<file path="config.mk">
export PLATFORM = sky130hd
export DESIGN_NAME = or16_bist
export DESIGN_NICKNAME = d
export VERILOG_FILES = /design/src/rtl/or16_bist.sv
export SDC_FILE = /design/constraint.sdc
export NUM_CORES = 1
export LEC_CHECK = 0
export ABC_AREA = 1
export BUFFER_PORTS_ARGS = -buffer_cell sky130_fd_sc_hd__clkbuf_2
export CAP_MARGIN = 20
export CORE_MARGIN = 2
export CORE_UTILIZATION = 35
export CTS_CLUSTER_DIAMETER = 50
export CTS_CLUSTER_SIZE = 10
export DETAILED_ROUTE_END_ITERATION = 8
export HOLD_SLACK_MARGIN = 0.1
export PLACE_DENSITY_LB_ADDON = 0.2
export SLEW_MARGIN = 20
export SYNTH_ARGS = -nofsm -noshare
export SYNTH_HDL_FRONTEND = slang
export SYNTH_SLANG_ARGS = --single-unit
export TNS_END_PERCENT = 5
</file>
<file path="constraint.sdc">
create_clock -name CLK -period 3.3 [get_ports CLK]
set_input_delay 0 -clock CLK [delete_from_list [all_inputs] [get_ports CLK]]
set_output_delay 0 -clock CLK [all_outputs]
set_load 0.01 [all_outputs]
</file>
<file path="src/rtl/or16_bist.sv">
// or16_bist: self-test sequencer for a WIDTH-bit bitwise OR unit.
// It sweeps operand A (outer) and B (inner) exhaustively, holds each vector
// for SETTLE_CYC+1 cycles, then checks the unit's result against A|B.
// Mismatches are counted (saturating), and the first failing vector is captured.
module or16_bist #(
  parameter int               WIDTH      = 16,
  parameter logic [WIDTH-1:0] A_LAST     = {WIDTH{1'b1}},
  parameter logic [WIDTH-1:0] B_LAST     = {WIDTH{1'b1}},
  parameter int               SETTLE_CYC = 1
) (
  input  logic             CLK,
  input  logic             RST,
  input  logic             START,
  input  logic             ABORT,
  output logic [WIDTH-1:0] A,
  output logic [WIDTH-1:0] B,
  input  logic [WIDTH-1:0] OUT_DUT,
  output logic             BUSY,
  output logic             DONE,
  output logic             PASS,
  output logic [15:0]      ERR_COUNT,
  output logic [WIDTH-1:0] FAIL_A,
  output logic [WIDTH-1:0] FAIL_B,
  output logic [WIDTH-1:0] FAIL_OUT
);

  // Settle counter is sized to hold SETTLE_CYC; at least one bit wide.
  localparam int CW = (SETTLE_CYC > 0) ? $clog2(SETTLE_CYC + 1) : 1;
  localparam logic [CW-1:0] SETTLE_LD = CW'(SETTLE_CYC);

  localparam logic [1:0] ST_IDLE = 2'd0;
  localparam logic [1:0] ST_RUN  = 2'd1;
  localparam logic [1:0] ST_DONE = 2'd2;

  logic [1:0]       r_state;
  logic [CW-1:0]    r_cnt;
  logic [WIDTH-1:0] r_a;
  logic [WIDTH-1:0] r_b;
  logic             r_busy;
  logic             r_done;
  logic             r_pass;
  logic [15:0]      r_err;
  logic [WIDTH-1:0] r_fail_a;
  logic [WIDTH-1:0] r_fail_b;
  logic [WIDTH-1:0] r_fail_out;

  logic [WIDTH-1:0] w_expect;
  logic             w_check;
  logic             w_mismatch;
  logic             w_first;
  logic [15:0]      w_err_inc;
  logic             w_last_a;
  logic             w_last_b;
  logic             w_clean_end;

  // Compare the unit's result against the golden OR and prepare the error update.
  always_comb begin
    w_expect    = r_a | r_b;
    w_check     = (r_cnt == {CW{1'b0}});
    w_mismatch  = (OUT_DUT != w_expect);
    w_first     = w_mismatch && (r_err == 16'd0);
    if (r_err == 16'hFFFF) begin
      w_err_inc = r_err;
    end else begin
      w_err_inc = r_err + 16'd1;
    end
    w_last_a    = (r_a == A_LAST);
    w_last_b    = (r_b == B_LAST);
    // Error count after this check cycle is still zero.
    w_clean_end = (r_err == 16'd0) && !w_mismatch;
  end

  // Sequencer: start/abort handling, vector hold, compare and sweep advance.
  always_ff @(posedge CLK or posedge RST) begin
    if (RST) begin
      r_state    <= ST_IDLE;
      r_cnt      <= {CW{1'b0}};
      r_a        <= {WIDTH{1'b0}};
      r_b        <= {WIDTH{1'b0}};
      r_busy     <= 1'b0;
      r_done     <= 1'b0;
      r_pass     <= 1'b0;
      r_err      <= 16'd0;
      r_fail_a   <= {WIDTH{1'b0}};
      r_fail_b   <= {WIDTH{1'b0}};
      r_fail_out <= {WIDTH{1'b0}};
    end else if (ABORT) begin
      // Operands, count and first-fail capture are kept for debug.
      r_state <= ST_IDLE;
      r_busy  <= 1'b0;
      r_done  <= 1'b0;
      r_pass  <= 1'b0;
    end else begin
      case (r_state)
        ST_IDLE, ST_DONE: begin
          if (START) begin
            r_state    <= ST_RUN;
            r_cnt      <= SETTLE_LD;
            r_a        <= {WIDTH{1'b0}};
            r_b        <= {WIDTH{1'b0}};
            r_busy     <= 1'b1;
            r_done     <= 1'b0;
            r_pass     <= 1'b0;
            r_err      <= 16'd0;
            r_fail_a   <= {WIDTH{1'b0}};
            r_fail_b   <= {WIDTH{1'b0}};
            r_fail_out <= {WIDTH{1'b0}};
          end else begin
            r_state <= r_state;
          end
        end
        ST_RUN: begin
          if (!w_check) begin
            r_cnt <= r_cnt - CW'(1);
          end else begin
            if (w_mismatch) begin
              r_err <= w_err_inc;
              if (w_first) begin
                r_fail_a   <= r_a;
                r_fail_b   <= r_b;
                r_fail_out <= OUT_DUT;
              end else begin
                r_fail_a <= r_fail_a;
              end
            end else begin
              r_err <= r_err;
            end
            r_cnt <= SETTLE_LD;
            if (!w_last_b) begin
              r_b <= r_b + WIDTH'(1);
            end else if (!w_last_a) begin
              r_b <= {WIDTH{1'b0}};
              r_a <= r_a + WIDTH'(1);
            end else begin
              // Terminal vector checked: operands stay on it.
              r_state <= ST_DONE;
              r_busy  <= 1'b0;
              r_done  <= 1'b1;
              r_pass  <= w_clean_end;
            end
          end
        end
        default: begin
          r_state <= ST_IDLE;
          r_busy  <= 1'b0;
          r_done  <= 1'b0;
          r_pass  <= 1'b0;
        end
      endcase
    end
  end

  assign A         = r_a;
  assign B         = r_b;
  assign BUSY      = r_busy;
  assign DONE      = r_done;
  assign PASS      = r_pass;
  assign ERR_COUNT = r_err;
  assign FAIL_A    = r_fail_a;
  assign FAIL_B    = r_fail_b;
  assign FAIL_OUT  = r_fail_out;

endmodule

</file>
==> results.sh, run 1 <==
export IMPL_synth_top_area_share_pct=43.11
export IMPL_irDropWorstVdd_mv=0.2522
export IMPL_p_int_uw=2134
export IMPL_status="finished, final reports clean"
export IMPL_initial_core_util_pct=35.61
export IMPL_setup_tns_final_ns=0
export IMPL_grt_pass1_wl_um=30450
export IMPL_final_hold_viol_count=0
export IMPL_finalWirelength_um=18980
export IMPL_htree_num_levels=3
export IMPL_fin_nets=970
export IMPL_clock_sinks=101
export IMPL_yosys_area_top_type="dfrtp_1"
export IMPL_ant_nets=0
export IMPL_overflow=0
export IMPL_netlist_instances=827
export IMPL_pwr_share_clk_pct=28.6
export IMPL_numCtsBuffers=9
export IMPL_rsz0062_at_grt="no"
export IMPL_p_sw_share_pct=38.23
export IMPL_synth_ff_type="dfrtp_1"
export IMPL_vias_per_cell=5.034
export IMPL_seqPwrFrac_pct=42.5
export IMPL_path_cells="inv_1 > nand3_1 > nand2_1 > nor2_1 > nand2_1 > nor2_1 > nand2_2 > nand3_2 > nand2_2 > nand2_1 > nand2_1"
export IMPL_area_delta_synth_final_pct=19.70
export IMPL_worstMarginPinSlew_ns=0.8683
export IMPL_avgRoutedWirePerCell_um=16.23
export IMPL_p_sw_uw=1321
export IMPL_die_h_um=133.4
export IMPL_slowest_stage="dfrtp_1"
export IMPL_syn_area_um2=5863
export IMPL_hp_class="in2reg"
export IMPL_vias=5885
export IMPL_die_x_um=133.4
export IMPL_synth_fp_nets=851
export IMPL_syn_area_per_cell_um2=7.090
export IMPL_final_cell_count_no_fill=1169
export IMPL_rows=47
export IMPL_fmax_mhz=401.0
export IMPL_dp_cells=1137
export IMPL_drive_above_1_share_pct=18.12
export IMPL_grt_max_degree=68
export IMPL_dr_pass1_iters=8
export IMPL_clock_latency_ns=0.36
export IMPL_fillers=1805
export IMPL_postCtsSetupRepairBufs=0
export IMPL_seq_area_frac_synth_pct=43.11
export IMPL_power_frac_comb_pct=28.8
export IMPL_cts_tree="built"
export IMPL_gp_congestion=0.9233
export IMPL_root_buffer="clkbuf_16"
export IMPL_cp_arrival_ns=2.73
export IMPL_cp_max_fo=48
export IMPL_port_buffers=118
export IMPL_cts_resized=0
export IMPL_fin_crit_ns=2.494
export IMPL_slew_violations=0
export IMPL_powerDensity_nw_per_um2=492.3
export IMPL_path_class="reg2reg"
export IMPL_dp_hpwl_um=13840
export IMPL_antenna_found_initial=0
export IMPL_cpLargestDelayFamily="simple AND/OR/NAND/NOR gates"
export IMPL_cts_clk_slew_worst_paths_ns=0.07
export IMPL_clockBufferDepth=2
export IMPL_critical_path_required_ns=3.53
export IMPL_synth_cell_type_count=33
export IMPL_crit_buf_inv=1
export IMPL_grt_total_usage_pct=21.88
export IMPL_synth_edf_count=0
export IMPL_drtIter0Drc=407
export IMPL_yosysWarnings=0
export IMPL_async_flop_share_pct=100.0
export IMPL_maxCapViolations=0
export IMPL_fp_coreArea_um2=16470
export IMPL_start_kind="register"
export IMPL_crit_path_frequent_cell="nand2_1"
export IMPL_ios=119
export IMPL_skew_ns=0.01061
export IMPL_p_leak_uw=0.003676
export IMPL_synth_area_leaders="dfrtp_1 43%, nand2_1 16%, nand3_1 10%"
export IMPL_multi_input_area_um2=2814
export IMPL_seqCellArea_um2=2527
export IMPL_relSlewSlack_pct=41.91
export IMPL_finalSetupViolCount=0
export IMPL_die_area_um2=17800
export IMPL_grt_pass1_vias=5520
export IMPL_fin_crit_sh_pct=75.57
export IMPL_cpPeakStageDelay_ns=0.54
export IMPL_setup_worst_path_end_class="register"
export IMPL_diodes=0
export IMPL_drc=0
export IMPL_ys_ff_latch=101
## synthesized netlist by cell type (2+ instances only)
| cell type | count |
|---|---|
| nand2_1 | 243 |
| nand3_1 | 118 |
| dfrtp_1 | 101 |
| nor2_1 | 99 |
| inv_1 | 75 |
| o21ai_0 | 32 |
| o21ai_1 | 19 |
| nand4_1 | 17 |
| xor2_1 | 16 |
| clkbuf_1 | 14 |
| inv_2 | 12 |
| nor3_1 | 12 |
| buf_2 | 8 |
| a21oi_1 | 7 |
| o22ai_1 | 7 |
| buf_4 | 6 |
| buf_6 | 5 |
| nand2_2 | 5 |
| nor2_2 | 5 |
| ha_1 | 4 |
| nor2_4 | 3 |
| nor3b_1 | 3 |
| or2_2 | 3 |
| nand3_2 | 2 |
| nand3b_1 | 2 |
| o21a_1 | 2 |
## flip-flops by register name (all words and copies together) (netlist names), 16 cells and up
register   count
FAIL_A        16
ERR_COUNT     16
FAIL_B        16
FAIL_OUT      16
B             16
A             16
## cells by family after synthesis
group                      Yosys count  synth area share, %
adders and majority gates            4               0.8536
buffers and inverters              121                8.941
and+or+nand+nor                    517                38.63
DFF                                101                43.11
AOI/OAI and AO/OA                   68                6.082
xor gates and xnor gates            16                2.390
## per-layer routing
metal / vias up / GRT usage, % / wire [um]
met4: 0 / 5.319 / 280
li1: 2890 / - / -
met2: 195 / 35.08 / 8912
met1: 2778 / 30.49 / 8631
met5: - / 0 / 0
met3: 22 / 4.452 / 1154
## metrics by stage
stage               power, uW  hold slack (ns)  instance area [um^2]  util [%]  worst slack [ns]
floorplan                2209           0.2091                  5863         -            0.6529
global placement         2482           0.1789                  6581     39.97            0.8805
detailed placement       2484           0.1743                  6581     39.97            0.8552
CTS                      3494           0.1032                  7018     42.62            0.8291
global route             3677           0.1341                  7018     42.62            0.5738
finish                   3455           0.1106                  7018     42.62            0.8063
## timing repair
action,4_1_cts,5_1_grt
endpoints found under the hold margin,74,0
hold buffers,18,0
endpoints found under the setup margin,0,0
## final cells by class
| type | count | share of cell area [%] |
|---|---|---|
| multi-input combinational | 605 | 40.10 |
| sequential | 101 | 36.01 |
| timing repair buffer | 142 | 11.62 |
| inverter | 87 | 4.689 |
| tap | 220 | 3.922 |
| clock buffer | 10 | 3.263 |
| clock inverter | 4 | 0.3922 |
## power by group through the flow
stage	sequential [uW]	clock, uW	combinational, uW
final	1470	990	996
after global routing	1480	1070	1120
after CTS	1470	1020	1010
after detailed placement	1500	0	988
after global placement	1490	0	987
after floorplan	1520	0	692
## placed cells by master, fill, tap and decap left out, types with 2 or more instances in the layout
cell	synthesis	final
a21oi_1	7	7
buf_4	6	6
clkbuf_16	0	9
clkbuf_2	0	118
clkinvlp_4	0	3
dfrtp_1	101	101
dlygate4sd3_1	0	18
ha_1	4	4
inv_1	75	74
inv_2	12	12
nand2_1	243	242
nand2_2	5	6
nand3_1	118	118
nand3_2	2	2
nand3b_1	2	2
nand4_1	17	17
nor2_1	99	99
nor2_2	5	5
nor2_4	3	3
nor3_1	12	12
nor3b_1	3	3
o21a_1	2	2
o21ai_0	32	32
o21ai_1	19	19
o22ai_1	7	7
or2_2	3	3
xor2_1	16	16
## final timing paths
check	startpoint	to	slack (ns)	depth (start not counted)
min in group asynchronous	RST	ERR_COUNT[1]	0.31	3
max reg2reg	A[10]	FAIL_OUT[4]	0.81	11
min	START	r_cnt	0.11	6
max in group asynchronous	RST	FAIL_B[8]	2.14	4
min reg2reg	DONE	DONE	0.48	2
max	A[10]	FAIL_OUT[4]	0.81	11
## worst register-to-register path: cells and delay by family (launching register included)
family,cells,cell delay (ns)
buf+inv,1,0.20
simple gates,10,1.65
flops,1,0.54
No activity file was read; power rests on OpenSTA's default activity.
==> inputs of run 2 (changes only) <==
- ABC_AREA: 1 -> 0
- clock period: 3.3 -> 2.51 ns (I/O delays scaled with it)
==> run 2 against run 1 <==
  * Via count fell by 15%
  * Design area fell by 5.3%
  * Sequential share of layout area rose by 2.0 points
  * Cell count fell by 21%
  * Synthesized cell count fell by 29%
  * First-iteration DRC count rose by 3.2%
  * Clock-buffer cell count rose by 2
  * Non-clock buffer count rose by 33
  * Critical endpoint is now A[13]
==> results.sh, run 2 <==
export IMPL_fin_crit_sh_pct=92.66
export IMPL_port_buffers=118
export IMPL_seq_area_frac_synth_pct=48.45
export IMPL_yosysWarnings=0
export IMPL_critical_path_required_ns=2.75
export IMPL_netlist_instances=587
export IMPL_drc=0
export IMPL_vias_per_cell=5.418
export IMPL_cts_tree="built"
export IMPL_antenna_found_initial=0
export IMPL_path_class="reg2reg"
export IMPL_hp_class="in2async"
export IMPL_fin_crit_ns=2.326
export IMPL_grt_pass1_vias=4815
export IMPL_synth_area_leaders="dfrtp_1 48%, nand3_1 6.6%, nand2_1 6.5%"
export IMPL_p_leak_uw=0.003119
export IMPL_slew_violations=0
export IMPL_gp_congestion=0.9207
export IMPL_dr_pass1_iters=5
export IMPL_maxCapViolations=0
export IMPL_skew_ns=0.006528
export IMPL_cp_max_fo=17
export IMPL_pwr_share_clk_pct=33.9
export IMPL_avgRoutedWirePerCell_um=17.62
export IMPL_die_area_um2=15900
export IMPL_clock_sinks=101
export IMPL_multi_input_area_um2=2486
export IMPL_fillers=1469
export IMPL_synth_fp_nets=611
export IMPL_synth_top_area_share_pct=48.45
export IMPL_drive_above_1_share_pct=25.10
export IMPL_relSlewSlack_pct=49.07
export IMPL_post_dp_cell_area_um2=6185
export IMPL_powerDensity_nw_per_um2=586.1
export IMPL_fin_area_um2=6646
export IMPL_clock_latency_ns=0.35
export IMPL_drtIter0Drc=420
export IMPL_overflow=0
export IMPL_worstMarginPinSlew_ns=0.7624
export IMPL_fmax_mhz=430.0
export IMPL_grt_total_usage_pct=20.68
export IMPL_rsz0062_at_grt="no"
export IMPL_htree_num_levels=3
export IMPL_rows=44
export IMPL_finalSetupViolCount=0
export IMPL_finalWirelength_um=16230
export IMPL_ys_ff_latch=101
export IMPL_die_h_um=126.1
export IMPL_area_delta_synth_final_pct=27.42
export IMPL_status="finished, final reports clean"
export IMPL_numCtsBuffers=9
export IMPL_p_sw_uw=1186
export IMPL_yosys_area_top_type="dfrtp_1"
export IMPL_p_sw_share_pct=30.45
export IMPL_syn_area_per_cell_um2=8.886
export IMPL_irDropWorstVdd_mv=0.3253
export IMPL_dp_hpwl_um=11560
export IMPL_seqPwrFrac_pct=46.1
export IMPL_async_flop_share_pct=100.0
export IMPL_diodes=0
export IMPL_initial_core_util_pct=35.89
export IMPL_clockBufferDepth=2
export IMPL_fin_nets=759
export IMPL_grt_max_degree=63
export IMPL_ios=119
export IMPL_postCtsSetupRepairBufs=0
export IMPL_seqCellArea_um2=2527
export IMPL_cp_arrival_ns=2.56
export IMPL_syn_area_um2=5216
export IMPL_ant_nets=0
export IMPL_synth_cell_type_count=54
export IMPL_power_frac_comb_pct=20.0
export IMPL_setup_tns_final_ns=0
export IMPL_vias=4990
export IMPL_synth_edf_count=0
export IMPL_synth_most_common_cell="dfrtp_1"
export IMPL_final_hold_viol_count=0
export IMPL_start_kind="register"
export IMPL_die_x_um=126.1
export IMPL_setup_worst_path_end_class="register"
export IMPL_yosys_top_cells_count="101 x dfrtp_1, 90 x nand2_1, 69 x nand3_1, 51 x o21ai_0, 49 x nor2_1"
export IMPL_cts_clk_slew_worst_paths_ns=0.07
export IMPL_root_buffer="clkbuf_16"
export IMPL_pre_cts_slack_ns=0.1876
export IMPL_grt_pass1_wl_um=26190
export IMPL_fp_coreArea_um2=14530
export IMPL_p_int_uw=2709
export IMPL_worst_slack_ns=0.1843
export IMPL_final_cell_mix="118 x clkbuf_2, 101 x dfrtp_1, 90 x nand2_1"
export IMPL_final_common_cell="clkbuf_2"
export IMPL_synth_ff_type="dfrtp_1"
run 2: changes by cell type after synthesis, moves of 12 or more:
cell	before	now
o21ai_0	32	51
nand3_1	118	69
nor2_1	99	49
xnor2_1	0	27
inv_1	75	8
nand2_1	243	90
and3_1	0	16
inv_2	12	0
run 2: final timing paths:
path,to,cells after the start,startpoint,slack [ns]
worst max-delay path,A[13],9,B[0],0.18
worst min register to register,FAIL_OUT[7],2,FAIL_OUT[7],0.52
worst max register to register,A[13],9,B[0],0.18
max in group asynchronous,FAIL_OUT[8],4,RST,1.45
worst min-delay path,FAIL_B[9],3,RST,0.32
min in group CLK,FAIL_OUT[4],4,OUT_DUT[4],0.45
run 2: power groups by stage:
stage | logic [uW] | registers, uW | clock network (uW)
3_5_place_dp | 760 | 1830 | 0
3_3_place_gp | 754 | 1820 | 0
5_1_grt | 867 | 1810 | 1410
4_1_cts | 785 | 1790 | 1350
6_report | 781 | 1800 | 1320
2_1_floorplan | 413 | 1860 | 0
run 2: per-stage QoR:
stage | utilization (%) | hold WS [ns] | total power, uW | instances
final | 45.73 | 0.3217 | 3896 | 921
after global routing | 45.73 | 0.4033 | 4091 | 921
after CTS | 45.69 | 0.3608 | 3928 | 921
after detailed placement | 42.55 | 0.1695 | 2585 | 889
after global placement | 42.55 | 0.1673 | 2573 | 889
after floorplan | - | 0.1356 | 2271 | 587
run 2: worst max-delay path, cell delays in order (launching register included):
cell and delay [ns]:
dfrtp_1 0.38, ha_1 0.26, nand2_1 0.14, nor4_4 0.06, buf_4 0.15, and4_1 0.17, o21ai_2 0.56, and4_1 0.32
xnor2_1 0.12, nor2_1 0.05
run 2: cell families after synthesis:
family	synth area share [%]
AOI/OAI and AO/OA	11.01
adders and majority gates	0.9595
and+or+nand+nor	28.02
xor gates and xnor gates	5.541
DFF	48.45
buffers and inverters	4.269
muxes	1.751
run 2: what timing repair did:
action / CTS / global route
hold endpoints to repair: 50 / 0
hold buffers: 19 / 0
setup endpoints to repair: 0 / 1
gates resized for setup: 0 / 1
run 2: area by class of cell:
class | count | area share (%)
Inverter | 8 | 0.5083
Tap cell | 184 | 3.464
Timing Repair Buffer | 175 | 16.60
Multi-Input combinational cell | 440 | 37.41
Clock inverter | 1 | 0.1318
Clock buffer | 12 | 3.859
Sequential cell | 101 | 38.03
run 2: routing by layer:
layer / part of all wire (%) / global-route usage, %
met1: 45 / 28.67
met2: 47 / 33.05
met3: 5.8 / 3.314
met4: 1.6 / 7.111
met5: 0 / 0
